<file path="config.mk">
export PLATFORM = sky130hd
export DESIGN_NAME = rr_mux_arbiter
export DESIGN_NICKNAME = d
export VERILOG_FILES = /design/src/rtl/rr_mux_arbiter.sv
export SDC_FILE = /design/constraint.sdc
export NUM_CORES = 1
export LEC_CHECK = 0
export ABC_CLOCK_PERIOD_IN_PS = 5600
export CAP_MARGIN = 40
export CORE_UTILIZATION = 45
export DETAILED_ROUTE_END_ITERATION = 8
export DONT_BUFFER_PORTS = 1
export REMOVE_ABC_BUFFERS = 1
export SLEW_MARGIN = 30
export SYNTH_ARGS = -nofsm -noshare
export SYNTH_HDL_FRONTEND = slang
export SYNTH_SLANG_ARGS = --single-unit
export TNS_END_PERCENT = 50
</file>
<file path="constraint.sdc">
create_clock -name clk -period 5.6 [get_ports clk]
set_input_delay 0.56 -clock clk [delete_from_list [all_inputs] [get_ports clk]]
set_output_delay 0.56 -clock clk [all_outputs]
set_load 0.01 [all_outputs]
</file>
<file path="src/rtl/rr_mux_arbiter.sv">
`default_nettype none
// +----------------------------------------------------------------------+
// | rr_mux_arbiter                                                       |
// | Round-robin owner arbiter driving the select of a 16:1 mux.          |
// | Optional hold-timeout revocation built when ARB_TIMEOUT_EN defined.  |
// | Revision: 1.0                                                        |
// +----------------------------------------------------------------------+
module rr_mux_arbiter #(
  parameter int N        = 16,
  parameter int SEL_W    = 4,
  parameter int MAX_HOLD = 8
) (
  input  logic             clk,
  input  logic             rst,
  input  logic [N-1:0]     req,
  input  logic             done,
  output logic [N-1:0]     grant,
  output logic [SEL_W-1:0] sel,
  output logic             valid,
  output logic             timeout
);

  localparam logic [0:0]       c_st_idle  = 1'b0;
  localparam logic [0:0]       c_st_grant = 1'b1;
  localparam logic [SEL_W:0]   c_n        = (SEL_W+1)'(N);
  localparam logic [SEL_W-1:0] c_last     = SEL_W'(N-1);
  localparam logic [N-1:0]     c_one      = {{(N-1){1'b0}}, 1'b1};

  logic [0:0]       r_state, w_state_nxt;
  logic [SEL_W-1:0] r_ptr, r_sel, w_ptr_nxt, w_sel_nxt, w_pick, w_sel_inc;
  logic [N-1:0]     r_grant, w_grant_nxt;
  logic             r_valid, w_valid_nxt;
  logic             r_timeout, w_timeout_nxt;
  logic             w_found;
  logic             w_rel_owner, w_rel_hold, w_release;

  // First requester at or after the pointer, wrapping modulo N.
  always_comb begin
    logic [SEL_W:0] w_sum;
    w_found = 1'b0;
    w_pick  = '0;
    w_sum   = '0;
    for (int i = 0; i < N; i++) begin
      w_sum = {1'b0, r_ptr} + (SEL_W+1)'(i);
      if (w_sum >= c_n) begin
        w_sum = w_sum - c_n;
      end
      if (!w_found && req[w_sum[SEL_W-1:0]]) begin
        w_found = 1'b1;
        w_pick  = w_sum[SEL_W-1:0];
      end
    end
  end

  assign w_sel_inc   = (r_sel == c_last) ? '0 : r_sel + 1'b1;
  assign w_rel_owner = done || !req[r_sel];
  assign w_release   = (r_state == c_st_grant) && (w_rel_owner || w_rel_hold);

`ifdef ARB_TIMEOUT_EN
  localparam logic [7:0] c_hold_last = 8'(MAX_HOLD - 1);
  logic [7:0] r_hold;

  always_ff @(posedge clk) begin
    if (rst || r_state == c_st_idle) begin
      r_hold <= '0;
    end else if (!w_release) begin
      r_hold <= r_hold + 8'd1;
    end
  end

  assign w_rel_hold = (r_state == c_st_grant) && (r_hold == c_hold_last);
`else
  logic w_unused_hold;
  assign w_unused_hold = (MAX_HOLD != 0);
  assign w_rel_hold    = 1'b0;
`endif

  always_ff @(posedge clk) begin
    if (rst) begin
      r_state   <= c_st_idle;
      r_ptr     <= '0;
      r_sel     <= '0;
      r_grant   <= '0;
      r_valid   <= 1'b0;
      r_timeout <= 1'b0;
    end else begin
      r_state   <= w_state_nxt;
      r_ptr     <= w_ptr_nxt;
      r_sel     <= w_sel_nxt;
      r_grant   <= w_grant_nxt;
      r_valid   <= w_valid_nxt;
      r_timeout <= w_timeout_nxt;
    end
  end

  always_comb begin
    w_state_nxt = r_state;
    case (r_state)
      c_st_idle:  if (w_found)   w_state_nxt = c_st_grant;
      c_st_grant: if (w_release) w_state_nxt = c_st_idle;
      default:                   w_state_nxt = c_st_idle;
    endcase
  end

  // sel holds its last value after release so the mux select stays quiet.
  always_comb begin
    w_ptr_nxt     = r_ptr;
    w_sel_nxt     = r_sel;
    w_grant_nxt   = r_grant;
    w_valid_nxt   = r_valid;
    w_timeout_nxt = 1'b0;
    case (r_state)
      c_st_idle: begin
        if (w_found) begin
          w_sel_nxt   = w_pick;
          w_grant_nxt = c_one << w_pick;
          w_valid_nxt = 1'b1;
        end
      end
      c_st_grant: begin
        if (w_release) begin
          w_grant_nxt   = '0;
          w_valid_nxt   = 1'b0;
          w_ptr_nxt     = w_sel_inc;
          w_timeout_nxt = w_rel_hold && !w_rel_owner;
        end
      end
      default: begin
        w_grant_nxt = '0;
        w_valid_nxt = 1'b0;
      end
    endcase
  end

  assign grant   = r_grant;
  assign sel     = r_sel;
  assign valid   = r_valid;
  assign timeout = r_timeout;

endmodule
`default_nettype wire

</file>
==> metrics, run 1 <==
status complete, no violations; crit path DAT between 4 and 5 ns; total core area a little under 9000 um^2; worst vdd ir about 0.31 mV; max_slew headroom 0.4522; prevailing post-synth register cell dfxtp_1; sequential share of power 0.112; Worst-Skew Late Latency 0.26 ns; Hold Crit Start rst; total negative slack 0 ns; Synth area leader mux4_2; Via Count ~3,800; final core utilization 0.4806; Min-Delay Path Depth 1; I/O Buffers 0; unrepaired setup endpoints after global routing false; Resized cells post-CTS 0; hold_buf cts 0; Final Setup Violations 0; Final ANT Viol Nets 0; Logic pwr share 0.845; Area Growth Syn to Fin 1.335%; RR Startpoint r_ptr[0]$_SDFFE_PP0P_; XOR/XNOR share of the synthesized area 0.04659; number of vias per cell 7.013; die area 9761 um^2; Final Hold Vio Count 0; CTS Buffer Depth 2; Global Route Usage Sum 0.2652; Avg WL per Cell 23.11 um; async set or reset register ratio after synthesis 0; Leakage 1.438 nW; Seq/Total Area, Yosys 0.1234; Adder-Cell Fraction of Synth Area 0.02671; main combinational cell family by area after synthesis multiplexers; mux share of post-synthesis cell area 0.3694; Hold Path End r_ptr[0]$_SDFFE_PP0P_; Yosys reg bits 26; FF-to-FF path depth 13; nets 462; clock share of power 0.043; flop-to-flop setup slack approximately 1 ns; fmax 217.2 MHz; global-route wire length before repair a little over 20 mm; CTS sink cnt 26; Residual DRC 0; drt first pass iters 5; Worst-path clk slew 0.09 ns; Yosys cell types 89; crit path capture type flip-flop; post-synth top area share 0.1816; reg2reg end grant[15]$_SDFFE_PP0P_; row count 34; Detailed Place HPWL 9.431 mm; TritonCTS Buffers 3; Least-Margin Pin Slew 0.8181 ns; Power Density 649.7 nW/um^2; P_sw 1.532 mW; Min Hold Slack 0.3538 ns; Period minus WS final 4.604 ns; diodes inserted 0; Power Internal between 1 and 1.5 mW; HP Class in2reg; root buffer cell clkbuf_8; CP Class reg2reg; Pwr Total 2.776 mW; grt ovf 0; Initial Util 0.4742; mean post-synth cell area 9.433 um^2; Cell Area, Synth 4217 um^2; Routed Wire Length 12.51 mm; period utilization 0.8221; CP max FO 15; Slew Limit Fails 0; number of flops mapped to enable cells by yosys 0; top cells by area, synth mux4_2 (18%), dfxtp_1 (12%), mux2i_1 (10%), mux2_2 (5.6%), nand2_1 (4.3%); Die Ht 98.80 um; die width ~100 um; Clock Skew 0.003801 ns; Ports 41; layout cells sized above 1 0.2379; compound-gate portion of the synthesized area 0.1953; Synth Area in Simple Gates 0.1783; pin count of the biggest net entering global routing 39; initial antenna violation count 0; crit start category flip-flop; postcts setup bufs 0; Req. time, crit path about 5.8 ns; sw frac 0.5518; number of global-route vias before repair ~3,600; yosys warns 0; GPL Wtd Cong 0.9497; CTS H-tree depth 1; clock tree from TritonCTS built; post-synthesis cell count 447; initial DRC count 369; max-cap viol count 0
## how the worst max path moves through the flow
stage	startpoint	end	depth (start not counted)
after CTS	r_ptr[0]$_SDFFE_PP0P_	grant[15]$_SDFFE_PP0P_	13
after detailed placement	r_ptr[0]$_SDFFE_PP0P_	grant[15]$_SDFFE_PP0P_	13
after floorplan	r_ptr[1]$_SDFFE_PP0P_	grant[0]$_SDFFE_PP0P_	11
after global placement	r_ptr[0]$_SDFFE_PP0P_	grant[11]$_SDFFE_PP0P_	13
final	r_ptr[0]$_SDFFE_PP0P_	grant[15]$_SDFFE_PP0P_	13
after global routing	r_ptr[0]$_SDFFE_PP0P_	grant[2]$_SDFFE_PP0P_	12
## metrics by stage
step,area [um^2],cells,worst slack [ns]
floorplan,4011,419,-0.3524
global placement,4208,535,1.121
detailed placement,4213,536,1.039
CTS,4268,540,1.004
global route,4273,541,0.6846
finish,4273,541,0.9965
## worst max-delay path, stage by stage, from the launching register on
cell	delay (ns)
dfxtp_2	0.34
inv_2	0.11
ha_1	0.81
buf_4	0.31
mux2i_1	0.13
mux4_2	0.55
mux2i_2	0.64
mux2_2	0.42
o21ai_1	0.19
a2111oi_2	0.07
a211oi_2	0.29
nor2_4	0.11
nand3b_4	0.19
o41ai_2	0.31
## state kept, by name, indices dropped and copies added, names as in the netlist
name	count
grant	16
r_ptr	4
sel	4
r_state	1
valid	1
## cell usage in the layout (no fill, tap or decap), drive strengths merged, types with 5 or more instances in the layout
cell    instances
nand2          48
mux2i          47
mux4           34
nor2           34
o21ai          31
dfxtp          26
mux2           25
a21oi          19
nand3          13
xnor2          12
inv            11
buf            10
ha              9
a211oi          8
nand4           6
a31oi           6
a22o            6
o221ai          5
## area by class of cell
cell class	instances	area [um^2]
Fill cell	821	4618
Inverter	12	45.04
Sequential cell	26	521.8
Tap cell	108	135.1
Clock buffer	4	55.05
Multi-Input combinational cell	381	3446
Timing Repair Buffer	10	70.07
## routing by layer
layer | track usage | part of all wire | routed length [um]
met5 | 0 | 0 | 0
met4 | 0.07922 | 0.030 | 376
met3 | 0.03475 | 0.084 | 1051
met2 | 0.4104 | 0.46 | 5721
met1 | 0.3846 | 0.43 | 5355
## Yosys cell counts, types with 4 or more instances
master    count
ha_1          9
xnor2_1      11
dfxtp_1      26
buf_2         7
and3_1        4
a21oi_1      18
o21ai_0      22
mux4_2       34
nor2b_1       4
buf_4         6
buf_6         7
a31oi_1       6
mux2_2       21
nand4_1       6
o21ai_1       8
a22o_1        6
inv_1         8
nand3_1      13
nor2_1       32
clkbuf_1      5
nand2_1      48
o221ai_1      4
a211oi_1      7
mux2i_1      42
## power by group through the flow
stage               clock [mW]  combinational, mW  sequential [mW]
CTS                      0.124               2.30            0.312
finish                   0.120               2.35            0.310
global route             0.131               2.54            0.321
detailed placement           0               2.29            0.316
floorplan                    0               1.72            0.361
global placement             0               2.29            0.316
## kinds of logic (layout without fill, tap and decap cells)
| logic type | Yosys count | in the layout |
|---|---|---|
| compound gates | 113 | 113 |
| simple gates | 136 | 136 |
| xor+xnor | 16 | 16 |
| fa+ha+maj | 9 | 9 |
| other cells | 1 | 1 |
| buf+inv | 40 | 26 |
| flops | 26 | 26 |
| mux | 106 | 106 |
(Power assumes the default switching activity.)
==> run 2: changes to the inputs <==
Settings changed: ABC_CLOCK_PERIOD_IN_PS 5600 to 4600.
Clock period 5.6 ns to 4.6 ns, I/O delays scaled along.
==> run 2 against run 1 <==
Maximum frequency is 8.9% higher. Largest power group unchanged. Largest cell class unchanged. Final area is 1.3% higher. Clock skew is 0.00062 ns higher. Clock power is 20% higher. Power is 25% higher. Clock-buffer cell count stayed put. Routed wire length is 5.1% higher. First-iteration DRC count is 24% higher.
==> metrics, run 2 (synthesis results as in run 1) <==
Power Density 800.7 nW/um^2 (was 649.7 nW/um^2); most frequent cells in the layout nand2_1 (48), mux2i_1 (42), mux4_2 (34) (unchanged); Residual DRC 0 (unchanged); area of the multi-input gates 3446 um^2 (unchanged); die area 9761 um^2 (unchanged); Routed Wire Length 13.14 mm (was 12.51 mm); Ports 41 (unchanged); number of fill cells 845 (was 821); Min-Delay Path Depth 1 (unchanged); Hold Crit Start rst (unchanged); number of global-route vias before repair 3,680 (was 3,615); Post-Layout Cell Count 548 (was 541); reg2reg end grant[11]$_SDFFE_PP0P_ (was grant[15]$_SDFFE_PP0P_); initial antenna violation count 0 (unchanged); diodes inserted 0 (unchanged); Global Route Usage Sum 0.2757 (was 0.2652); clock tree from TritonCTS built (unchanged); crit path capture type flip-flop (unchanged); GPL Wtd Cong 1.042 (was 0.9497); Worst-Skew Late Latency 0.27 ns (was 0.26 ns); CTS H-tree depth 1 (unchanged); Min Hold Slack 0.2501 ns (was 0.3538 ns); I/O Buffers 0 (unchanged); flop-to-flop setup slack 0.37 ns (was 1.0 ns); CTS Buffer Depth 2 (unchanged); initial DRC count 459 (was 369); pin count of the biggest net entering global routing 38 (was 39); TritonCTS Buffers 3 (unchanged); Final Hold Vio Count 0 (unchanged); pre-CTS setup slack 0.4383 ns (was 1.039 ns); register area 521.8 um^2 (unchanged); Avg WL per Cell 23.98 um (was 23.11 um); Hold Path End r_ptr[0]$_SDFFE_PP0P_ (unchanged); row count 34 (unchanged); status complete, no violations (unchanged); CTS sink cnt 26 (unchanged); crit path DAT 4.39 ns (was 4.78 ns); Clock Skew 0.004417 ns (was 0.003801 ns); layout cells sized above 1 0.2500 (was 0.2379); postcts setup bufs 0 (unchanged); max-cap viol count 0 (unchanged); fmax 236.7 MHz (was 217.2 MHz); FF-to-FF path depth 13 (unchanged); number of vias per cell 6.978 (was 7.013); Final ANT Viol Nets 0 (unchanged); drt first pass iters 5 (unchanged); CP max FO 27 (was 15); total core area 8891 um^2 (unchanged); Period minus WS final 4.225 ns (was 4.604 ns); Least-Margin Pin Slew 0.6492 ns (was 0.8181 ns); Die Ht 98.80 um (unchanged); hold_buf cts 0 (unchanged); unrepaired setup endpoints after global routing false (unchanged); Leakage 1.472 nW (was 1.438 nW); Worst-path clk slew 0.09 ns (about the same); root buffer cell clkbuf_8 (unchanged); leading cell type in the layout, fill and taps excluded nand2_1 (unchanged); nets 469 (was 462); grt ovf 0 (unchanged); placed cells 543 (was 536); number of flip-flops in the largest register 16 (unchanged); Area Growth Syn to Fin 2.641% (was 1.335%); period utilization 0.9186 (was 0.8221); crit start category flip-flop (unchanged); setup ws final 0.3746 ns (was 0.9965 ns); total negative slack 0 ns (unchanged); CP Class reg2reg (unchanged); Via Count 3,824 (was 3,794); HP Class in2reg (unchanged); die width 98.80 um (unchanged); Resized cells post-CTS 0 (unchanged); RR Startpoint r_ptr[1]$_SDFFE_PP0P_ (was r_ptr[0]$_SDFFE_PP0P_); Initial Util 0.4742 (unchanged); max_slew headroom 0.5667 (was 0.4522); Req. time, crit path 4.77 ns (was 5.78 ns); Final Setup Violations 0 (unchanged); Slew Limit Fails 0 (unchanged); global-route wire length before repair 20.84 mm (was 20.47 mm); worst vdd ir 0.4484 mV (was 0.3060 mV); Detailed Place HPWL 9.992 mm (was 9.431 mm)
run 2: changes by cell type in the layout (fill, tap and decap cells not counted):
cell / previous run / this run
buf_4: 8 / 16
buf_2: 2 / 1
run 2: worst max path at each step:
stage / cells past startpoint / start / to
global placement: 13 / r_ptr[1]$_SDFFE_PP0P_ / grant[6]$_SDFFE_PP0P_
CTS: 13 / r_ptr[1]$_SDFFE_PP0P_ / grant[11]$_SDFFE_PP0P_
global route: 13 / r_ptr[1]$_SDFFE_PP0P_ / grant[11]$_SDFFE_PP0P_
floorplan: 11 / r_ptr[1]$_SDFFE_PP0P_ / grant[0]$_SDFFE_PP0P_
finish: 13 / r_ptr[1]$_SDFFE_PP0P_ / grant[11]$_SDFFE_PP0P_
detailed placement: 13 / r_ptr[1]$_SDFFE_PP0P_ / grant[11]$_SDFFE_PP0P_
run 2: metrics by stage:
| step | cell area (um^2) | total power, mW | util |
|---|---|---|---|
| 4_1_cts | 4323 | 3.423 | 0.4862 |
| 3_5_place_dp | 4268 | 3.264 | 0.4800 |
| 6_report | 4328 | 3.465 | 0.4868 |
| 2_1_floorplan | 4011 | 2.537 | - |
| 5_1_grt | 4328 | 3.719 | 0.4868 |
| 3_3_place_gp | 4268 | 3.245 | 0.4800 |
run 2: critical path: stages, from the launching register on:
cell	delay, ns
dfxtp_1	0.34
clkinv_1	0.17
ha_1	0.33
buf_4	0.39
mux4_2	0.56
mux2_2	0.32
mux2_4	0.33
nor4_4	0.38
nand4_1	0.23
nor2_1	0.18
nor2_2	0.15
nor3_4	0.50
nand2_1	0.15
o41ai_2	0.08
run 2: routing by layer:
metal | up-vias | wire length [um] | track usage
li1 | 1733 | - | -
met1 | 1859 | 5562 | 0.3911
met2 | 204 | 5965 | 0.4314
met3 | 28 | 1309 | 0.05319
met4 | 0 | 306 | 0.06889
met5 | - | 0 | 0
run 2: layout make-up:
| cell class | instances | share of cell area |
|---|---|---|
| clock buffers | 4 | 0.01272 |
| repair buffers | 17 | 0.02891 |
| inverters | 12 | 0.01041 |
| well taps | 108 | 0.03122 |
| multi-input cells | 381 | 0.7962 |
| flip-flops and latches | 26 | 0.1206 |
run 2: report_power, final:
group          internal (mW)  switching, mW  total (mW)  leakage (nW)
Clock                 0.0764         0.0678       0.144        0.0288
Sequential             0.281          0.100       0.381         0.212
Combinational           1.19           1.75        2.94          1.23
==> run 3: changes to the inputs <==
Settings changed: ABC_CLOCK_PERIOD_IN_PS 4600 to 5100.
Clock period 4.6 ns to 5.1 ns, I/O delays scaled along.
==> run 3 against run 2 <==
Core utilization shrank 0.51 points. Routed wire length shrank 2.5%. Cell count shrank 1.1%. Maximum frequency fell by 2.0%. Clock-buffer cell count did not move. Global-route usage down 0.68 points. First-iteration DRC count down 34%. Clock power decreased by 9%. Via count did not move. Combinational power shrank 11%. Critical endpoint is now grant[15]$_SDFFE_PP0P_.
==> metrics, run 3 (synthesis results as in run 1) <==
CTS sink cnt 26 (unchanged); postcts setup bufs 0 (unchanged); worst vdd ir 0.3804 mV (was 0.4484 mV); Least-Margin Pin Slew 0.7605 ns (was 0.6492 ns); Final ANT Viol Nets 0 (unchanged); row count 34 (unchanged); Min Hold Slack 0.3026 ns (was 0.2501 ns); number of vias per cell 7.055 (was 6.978); Pwr Total 3.091 mW (was 3.465 mW); Area Growth Syn to Fin 1.573% (was 2.641%); FF-to-FF path depth 12 (was 13); GPL Wtd Cong 1.020 (was 1.042); TritonCTS Buffers 3 (unchanged); Final Setup Violations 0 (unchanged); crit path launch r_ptr[0]$_SDFFE_PP0P_ (was r_ptr[1]$_SDFFE_PP0P_); Resized cells post-CTS 0 (unchanged); Via Count 3,824 (unchanged); HP Class in2reg (unchanged); number of flip-flops in the largest register 16 (unchanged); Detailed Place HPWL 9.592 mm (was 9.992 mm); total negative slack 0 ns (unchanged); drt first pass iters 5 (unchanged); clock tree from TritonCTS built (unchanged); Global Route Usage Sum 0.2689 (was 0.2757); total core area 8891 um^2 (unchanged); hold_buf cts 0 (unchanged); pin count of the biggest net entering global routing 39 (was 38); crit path capture type flip-flop (unchanged); initial antenna violation count 0 (unchanged); Leakage 1.443 nW (was 1.472 nW); die area 9761 um^2 (unchanged); CP max FO 38 (was 27); CTS Buffer Depth 2 (unchanged); Worst-path clk slew 0.09 ns (about the same); most frequent cells in the layout nand2_1 (48), mux2i_1 (42), mux4_2 (34) (unchanged); diodes inserted 0 (unchanged); number of global-route vias before repair 3,656 (was 3,680); period utilization 0.8450 (was 0.9186); crit path DAT 4.49 ns (was 4.39 ns); Power Density 721.6 nW/um^2 (was 800.7 nW/um^2); fmax 232.0 MHz (was 236.7 MHz); Worst-Skew Late Latency 0.27 ns (about the same); Die Ht 98.80 um (unchanged); Final Hold Vio Count 0 (unchanged); global-route wire length before repair 20.58 mm (was 20.84 mm); leading cell type in the layout, fill and taps excluded nand2_1 (unchanged); Ports 41 (unchanged); root buffer cell clkbuf_8 (unchanged); Routed Wire Length 12.81 mm (was 13.14 mm); crit start category flip-flop (unchanged); CTS H-tree depth 1 (unchanged); final core utilization 0.4817 (was 0.4868); Req. time, crit path 5.28 ns (was 4.77 ns); initial DRC count 305 (was 459); Period minus WS final 4.310 ns (was 4.225 ns); status complete, no violations (unchanged); max_slew headroom 0.4830 (was 0.5667); Clock Skew 0.005663 ns (was 0.004417 ns); Avg WL per Cell 23.64 um (was 23.98 um); I/O Buffers 0 (unchanged); Initial Util 0.4742 (unchanged); layout cells sized above 1 0.2396 (was 0.2500); die width 98.80 um (unchanged); RR Startpoint r_ptr[0]$_SDFFE_PP0P_ (was r_ptr[1]$_SDFFE_PP0P_); CP Class reg2reg (unchanged); nets 463 (was 469); unrepaired setup endpoints after global routing false (unchanged); Min-Delay Path Depth 1 (unchanged); grt ovf 0 (unchanged); Hold Crit Start rst (unchanged); max-cap viol count 0 (unchanged); Slew Limit Fails 0 (unchanged); Residual DRC 0 (unchanged)
## run 3: cell types whose count changed in the layout (fill, tap and decap cells not counted)
cell	before	now
buf_4	16	10
## run 3: per-stage QoR
| stage | cells | instance area [um^2] | worst slack [ns] |
|---|---|---|---|
| after floorplan | 419 | 4011 | -0.8524 |
| after global placement | 536 | 4215 | 0.7970 |
| after detailed placement | 537 | 4223 | 0.8193 |
| after CTS | 541 | 4278 | 0.8070 |
| after global routing | 542 | 4283 | 0.4456 |
| final | 542 | 4283 | 0.7903 |
## run 3: final timing paths
path / slack, ns / end
worst max-delay path: 0.79 / grant[15]$_SDFFE_PP0P_
worst min-delay path: 0.30 / r_ptr[0]$_SDFFE_PP0P_
worst max register to register: 0.79 / grant[15]$_SDFFE_PP0P_
worst min register to register: 0.51 / grant[12]$_SDFFE_PP0P_
## run 3: per-layer routing
| metal | share of wire | wire length [um] | global-route usage |
|---|---|---|---|
| met3 | 0.080 | 1024 | 0.03759 |
| met5 | 0 | 0 | 0 |
| met2 | 0.45 | 5798 | 0.4271 |
| met4 | 0.027 | 347 | 0.07807 |
| met1 | 0.44 | 5643 | 0.3807 |
## run 3: critical path, stage by stage, from the launching register on
cell	delay, ns
dfxtp_2	0.34
buf_4	0.45
ha_1	0.51
xor2_4	0.33
mux2_2	0.37
mux4_2	0.61
nor4b_4	0.21
and2b_1	0.25
o211ai_1	0.14
o221ai_2	0.16
o21ai_2	0.36
inv_1	0.17
o41ai_2	0.28
## run 3: cell type report
cell class                      instances  area [um^2]
Tap cell                              108        135.1
Inverter                               12        45.04
Fill cell                             832         4608
Sequential cell                        26        521.8
Multi-Input combinational cell        381         3446
Clock buffer                            4        55.05
Timing Repair Buffer                   11        80.08
## run 3: where the power goes
group          internal, mW  switching, mW
clock network        0.0689         0.0623
logic                  1.05           1.56
registers             0.253         0.0897
